===== src/rtl/uart_rx_frame.sv =====
// Oversampling UART receiver: configurable width/parity, false-start, parity and stop checks,
// held output word with valid/ready handshake. Define UART_RX_MAJORITY_EN for 2-of-3 bit voting.
module uart_rx_frame #(
  parameter int unsigned DATA_BITS  = 8,
  parameter int unsigned PARITY     = 0,
  parameter int unsigned OVERSAMPLE = 16,
  parameter int unsigned CLK_DIV    = 1
) (
  input  logic                 scan_clk,
  input  logic                 Reset,
  input  logic                 UART_RX,
  input  logic                 RX_READY,
  output logic [DATA_BITS-1:0] RX_DATA,
  output logic                 RX_VALID,
  output logic                 RX_PERR,
  output logic                 RX_FERR,
  output logic                 RX_OVERRUN,
  output logic                 RX_BUSY
);

  localparam int unsigned CntW = $clog2(OVERSAMPLE);
  localparam int unsigned BitW = $clog2(DATA_BITS + 1);
  localparam int unsigned DivW = (CLK_DIV > 1) ? $clog2(CLK_DIV) : 1;

  typedef enum logic [2:0] {
    StIdle,
    StStart,
    StData,
    StParity,
    StStop
  } state_e;

  state_e               state_q;
  logic [CntW-1:0]      cnt_q;
  logic [BitW-1:0]      bit_cnt_q;
  logic [DATA_BITS-1:0] shreg_q;
  logic                 perr_q;
  logic [DivW-1:0]      div_q;
  logic                 rx_m_q, rx_s, rx_prev_q;
  logic                 tick;
  logic                 samp_bit;
  logic                 bit_end;

  always_ff @(posedge scan_clk) begin
    if (Reset) begin
      rx_m_q    <= 1'b1;
      rx_s      <= 1'b1;
      rx_prev_q <= 1'b1;
    end else begin
      rx_m_q    <= UART_RX;
      rx_s      <= rx_m_q;
      rx_prev_q <= rx_s;
    end
  end

  assign tick = (div_q == DivW'(CLK_DIV - 1));

  always_ff @(posedge scan_clk) begin
    if (Reset) begin
      div_q <= '0;
    end else if (tick) begin
      div_q <= '0;
    end else begin
      div_q <= div_q + DivW'(1);
    end
  end

`ifdef UART_RX_MAJORITY_EN
  // Decision lands one tick past centre so the window is centre-1, centre, centre+1.
  localparam int unsigned StartDec = OVERSAMPLE / 2;
  logic [1:0] maj_q;

  always_ff @(posedge scan_clk) begin
    if (Reset) begin
      maj_q <= 2'b11;
    end else if (tick) begin
      maj_q <= {maj_q[0], rx_s};
    end
  end

  assign samp_bit = (maj_q[1] & maj_q[0]) | (maj_q[1] & rx_s) | (maj_q[0] & rx_s);
`else
  localparam int unsigned StartDec = OVERSAMPLE / 2 - 1;
  assign samp_bit = rx_s;
`endif

  // Sample points after the start decision are spaced one full bit apart.
  assign bit_end = (cnt_q == CntW'(OVERSAMPLE - 1));
  assign RX_BUSY = (state_q != StIdle);

  always_ff @(posedge scan_clk) begin
    if (Reset) begin
      state_q    <= StIdle;
      cnt_q      <= '0;
      bit_cnt_q  <= '0;
      shreg_q    <= '0;
      perr_q     <= 1'b0;
      RX_DATA    <= '0;
      RX_VALID   <= 1'b0;
      RX_PERR    <= 1'b0;
      RX_FERR    <= 1'b0;
      RX_OVERRUN <= 1'b0;
    end else begin
      if (RX_VALID && RX_READY) begin
        RX_VALID   <= 1'b0;
        RX_OVERRUN <= 1'b0;
      end
      unique case (state_q)
        StIdle: begin
          if (rx_prev_q && !rx_s) begin
            state_q <= StStart;
            cnt_q   <= '0;
          end
        end
        StStart: begin
          if (tick) begin
            if (cnt_q == CntW'(StartDec)) begin
              cnt_q     <= '0;
              bit_cnt_q <= '0;
              state_q   <= samp_bit ? StIdle : StData;
            end else begin
              cnt_q <= cnt_q + CntW'(1);
            end
          end
        end
        StData: begin
          if (tick) begin
            if (bit_end) begin
              cnt_q   <= '0;
              shreg_q <= {samp_bit, shreg_q[DATA_BITS-1:1]};
              if (bit_cnt_q == BitW'(DATA_BITS - 1)) begin
                bit_cnt_q <= '0;
                state_q   <= (PARITY != 0) ? StParity : StStop;
              end else begin
                bit_cnt_q <= bit_cnt_q + BitW'(1);
              end
            end else begin
              cnt_q <= cnt_q + CntW'(1);
            end
          end
        end
        StParity: begin
          if (tick) begin
            if (bit_end) begin
              cnt_q   <= '0;
              perr_q  <= ((^shreg_q) ^ samp_bit) != (PARITY == 1);
              state_q <= StStop;
            end else begin
              cnt_q <= cnt_q + CntW'(1);
            end
          end
        end
        StStop: begin
          if (tick) begin
            if (bit_end) begin
              cnt_q   <= '0;
              state_q <= StIdle;
              // Accepting the old word this cycle frees the slot, so it is not an overrun.
              if (!RX_VALID || RX_READY) begin
                RX_DATA  <= shreg_q;
                RX_PERR  <= perr_q;
                RX_FERR  <= ~samp_bit;
                RX_VALID <= 1'b1;
              end else begin
                RX_OVERRUN <= 1'b1;
              end
            end else begin
              cnt_q <= cnt_q + CntW'(1);
            end
          end
        end
        default: state_q <= StIdle;
      endcase
    end
  end

endmodule


===== config.mk =====
export PLATFORM = sky130hd
export DESIGN_NAME = uart_rx_frame
export DESIGN_NICKNAME = d
export VERILOG_FILES = /design/src/rtl/uart_rx_frame.sv
export SDC_FILE = /design/constraint.sdc
export NUM_CORES = 1
export LEC_CHECK = 0
export CORE_AREA = 2 2 68 70
export DETAILED_ROUTE_END_ITERATION = 12
export DIE_AREA = 0 0 70 72
export HOLD_SLACK_MARGIN = 0.02
export PLACE_DENSITY = 0.69
export RECOVER_POWER = 100
export SYNTH_ARGS = -nofsm -noshare
export SYNTH_HDL_FRONTEND = slang
export SYNTH_SLANG_ARGS = --single-unit

===== constraint.sdc =====
create_clock -name scan_clk -period 4.05 [get_ports scan_clk]
set_input_delay 1.215 -clock scan_clk [delete_from_list [all_inputs] [get_ports scan_clk]]
set_output_delay 1.215 -clock scan_clk [all_outputs]
set_load 0.02 [all_outputs]

==> flow_summary.json <==
{
  "finalSetupTns_ns": 0,
  "root_buffer": "clkbuf_8",
  "status": "complete, no violations",
  "final_common_cell": "dfxtp_1",
  "die-width_microns": 70,
  "vias": 1207,
  "clk_latency_ns": 0.29,
  "crit_arrival_ns": 1.84,
  "fp-row-count": 24,
  "ir_drop_v": 0.000211,
  "fmax_mhz": 327,
  "hold_violations": 0,
  "drive_gt1_share_pct": 8.02,
  "layout_common_cells": "dfxtp_1 (36), nor2_1 (29), mux2i_1 (21)",
  "dp.cells": 231,
  "postCtsResizedCells": 0,
  "dieArea_sq_mm": 0.00504,
  "io_buffers": 16,
  "power_density_mw_per_mm2": 342,
  "boundaryPins": 17,
  "timing.hold.ws_ns": 0.412,
  "gp_congestion": 0.732,
  "core_area_sq_mm": 0.00426,
  "htreeDepth": 2,
  "final_max_slew_viol_count": 0,
  "cts_tree": "built",
  "setup-violations-final": 0,
  "final_antenna_net_count": 0,
  "clock_path_buffers": 2,
  "cts_hold_buf": 0,
  "clk_transition_reported_paths_ns": 0.07,
  "synth_area_sq_mm": 0.00164,
  "grt-ovfl-total": 0,
  "cp-start-kind": "register",
  "start_util_pct": 38.6,
  "timing.final.crit_share_pct": 75.5,
  "power_leakage_nw": 0.787,
  "insertedDiodeCount": 0,
  "fin_ws_ns": 0.992,
  "ys_warn_count": 0,
  "drt_iter0_drc": 28,
  "avgSynthCellArea_sq_um": 9.61,
  "cp_max_fo": 17,
  "synth-seq-cells": 36,
  "endpoint_kind": "primary output",
  "drc_errors": 0,
  "synth_fp_nets": 177,
  "via_per_inst": 5.05,
  "syn_inst": 171,
  "rsz0062_at_grt": "no",
  "utilization_pct": 44.8,
  "crit_required_ns": 2.83,
  "postCtsSetupBuffers": 0,
  "pre_cts_ws_ns": 1.06,
  "critPathKind": "reg -> out",
  "drv_cap": 0,
  "grt_max_degree": 36,
  "wirelength_microns": 2850,
  "fillers": 433,
  "antenna_found_initial": 0,
  "final_nets": 192,
  "die_y_microns": 72,
  "async_flop_share_pct": 0,
  "period_minus_slack_ns": 3.06,
  "grt_pass1_wl_microns": 4970,
  "dp_hpwl_microns": 1910,
  "grt_pass1_vias": 1139,
  "slew_headroom_pct": 2.51,
  "grt_usage_pct": 12.4,
  "synthDistinctLibCells": 47,
  "synth-edff-count": 0,
  "worst_pin_slew_ns": 1.46,
  "hp-class": "reg -> reg",
  "drtPass1Iterations": 4,
  "cts_made_buffers": 5,
  "clock_sinks": 36,
  "skew_ns": 0.00522,
  "post_drt_wl_per_cell_microns": 11.9,
  "areaGrowthSynthToFinish_pct": 16.1,
  "seq_area_frac_synth_pct": 43.8,
  "fin_cells": 239,
  "ys.flop_type": "dfxtp_1"
}
layer usage:
metal  up-vias  share of wire, %  global-route usage (%)
met5         -                 0                       0
met3         4               4.0                    4.31
met1       552                51                    15.2
li1        629                 -                       -
met2        22                44                    19.5
met4         0               1.5                    6.41
worst paths after layout:
kind         slack [ns]  cells after the start          to  startpoint
min reg2reg        0.41                      1        rx_s      rx_m_q
min                0.41                      1        rx_s      rx_m_q
max                0.99                      2     RX_BUSY  state_q[2]
max reg2reg        1.90                      5  RX_DATA[6]    cnt_q[0]
critical path: stages, from the launching register on:
cell,delay (ns)
dfxtp_1,0.68
or3_1,0.20
dlygate4sd3_1,0.67
where the power goes:
group          switching [mW]  total [mW]  internal, mW
logic                  0.0144      0.0268        0.0125
clock network           0.128       0.266         0.138
registers             0.00325       0.359         0.356
metrics by stage:
stage,power [mW],area [sq um]
floorplan,0.388,1640
detailed placement,0.396,1820
global route,0.682,1910
global placement,0.395,1820
finish,0.652,1910
CTS,0.666,1910
logic make-up (layout without fill, tap and decap cells):
| kind of cell | count (synthesis) | after routing | share of synthesized area (%) |
|---|---|---|---|
| flops | 36 | 36 | 43.8 |
| buf+inv | 13 | 29 | 4.64 |
| compound gates | 24 | 24 | 9.89 |
| other cells | 1 | 1 | 0.228 |
| fa+ha+maj | 2 | 2 | 1.52 |
| mux | 21 | 21 | 12.8 |
| simple gates | 66 | 66 | 22.0 |
| xor+xnor | 8 | 8 | 5.10 |
flip-flops by register name (all words and copies together), names as in the netlist:
register	flops
rx_prev_q	1
cnt_q	4
RX_OVERRUN	1
shreg_q	8
RX_PERR	1
rx_m_q	1
div_q	1
rx_s	1
state_q	3
RX_FERR	1
perr_q	1
bit_cnt_q	4
RX_DATA	8
RX_VALID	1
synth_stat cells, types with 2 or more instances:
library cell  instances  area (sq um)
nor2_1               29           109
or2_2                 3          18.8
and3_1                2          12.5
ha_1                  2          25.0
dfxtp_1              36           721
or4_1                 2          15.0
a31oi_1               2          12.5
nand2_1               4          15.0
a21oi_2               2          17.5
buf_2                 3          15.0
mux2i_1              21           210
and2_1                2          12.5
inv_1                 4          15.0
nor4bb_1              2          20.0
clkbuf_8              2          27.5
o21ai_0               4          20.0
a21oi_1               7          35.0
nor2b_1               2          12.5
nand3_1               4          20.0
clkbuf_1              3          11.3
xnor2_1               6          52.6
nor3b_1               2          15.0
or3_1                 2          12.5
nand4_1               2          12.5
final cells by class:
type / count / area [sq um] / share of cell area [%]
tap: 52 / 65.1 / 3.41
clock buffer: 6 / 82.6 / 4.33
multi-input combinational: 122 / 847 / 44.4
sequential: 36 / 721 / 37.7
clock inverter: 2 / 15.0 / 0.786
inverter: 4 / 15.0 / 0.786
timing repair buffer: 17 / 164 / 8.58
No activity file was read; power rests on OpenSTA's default activity.
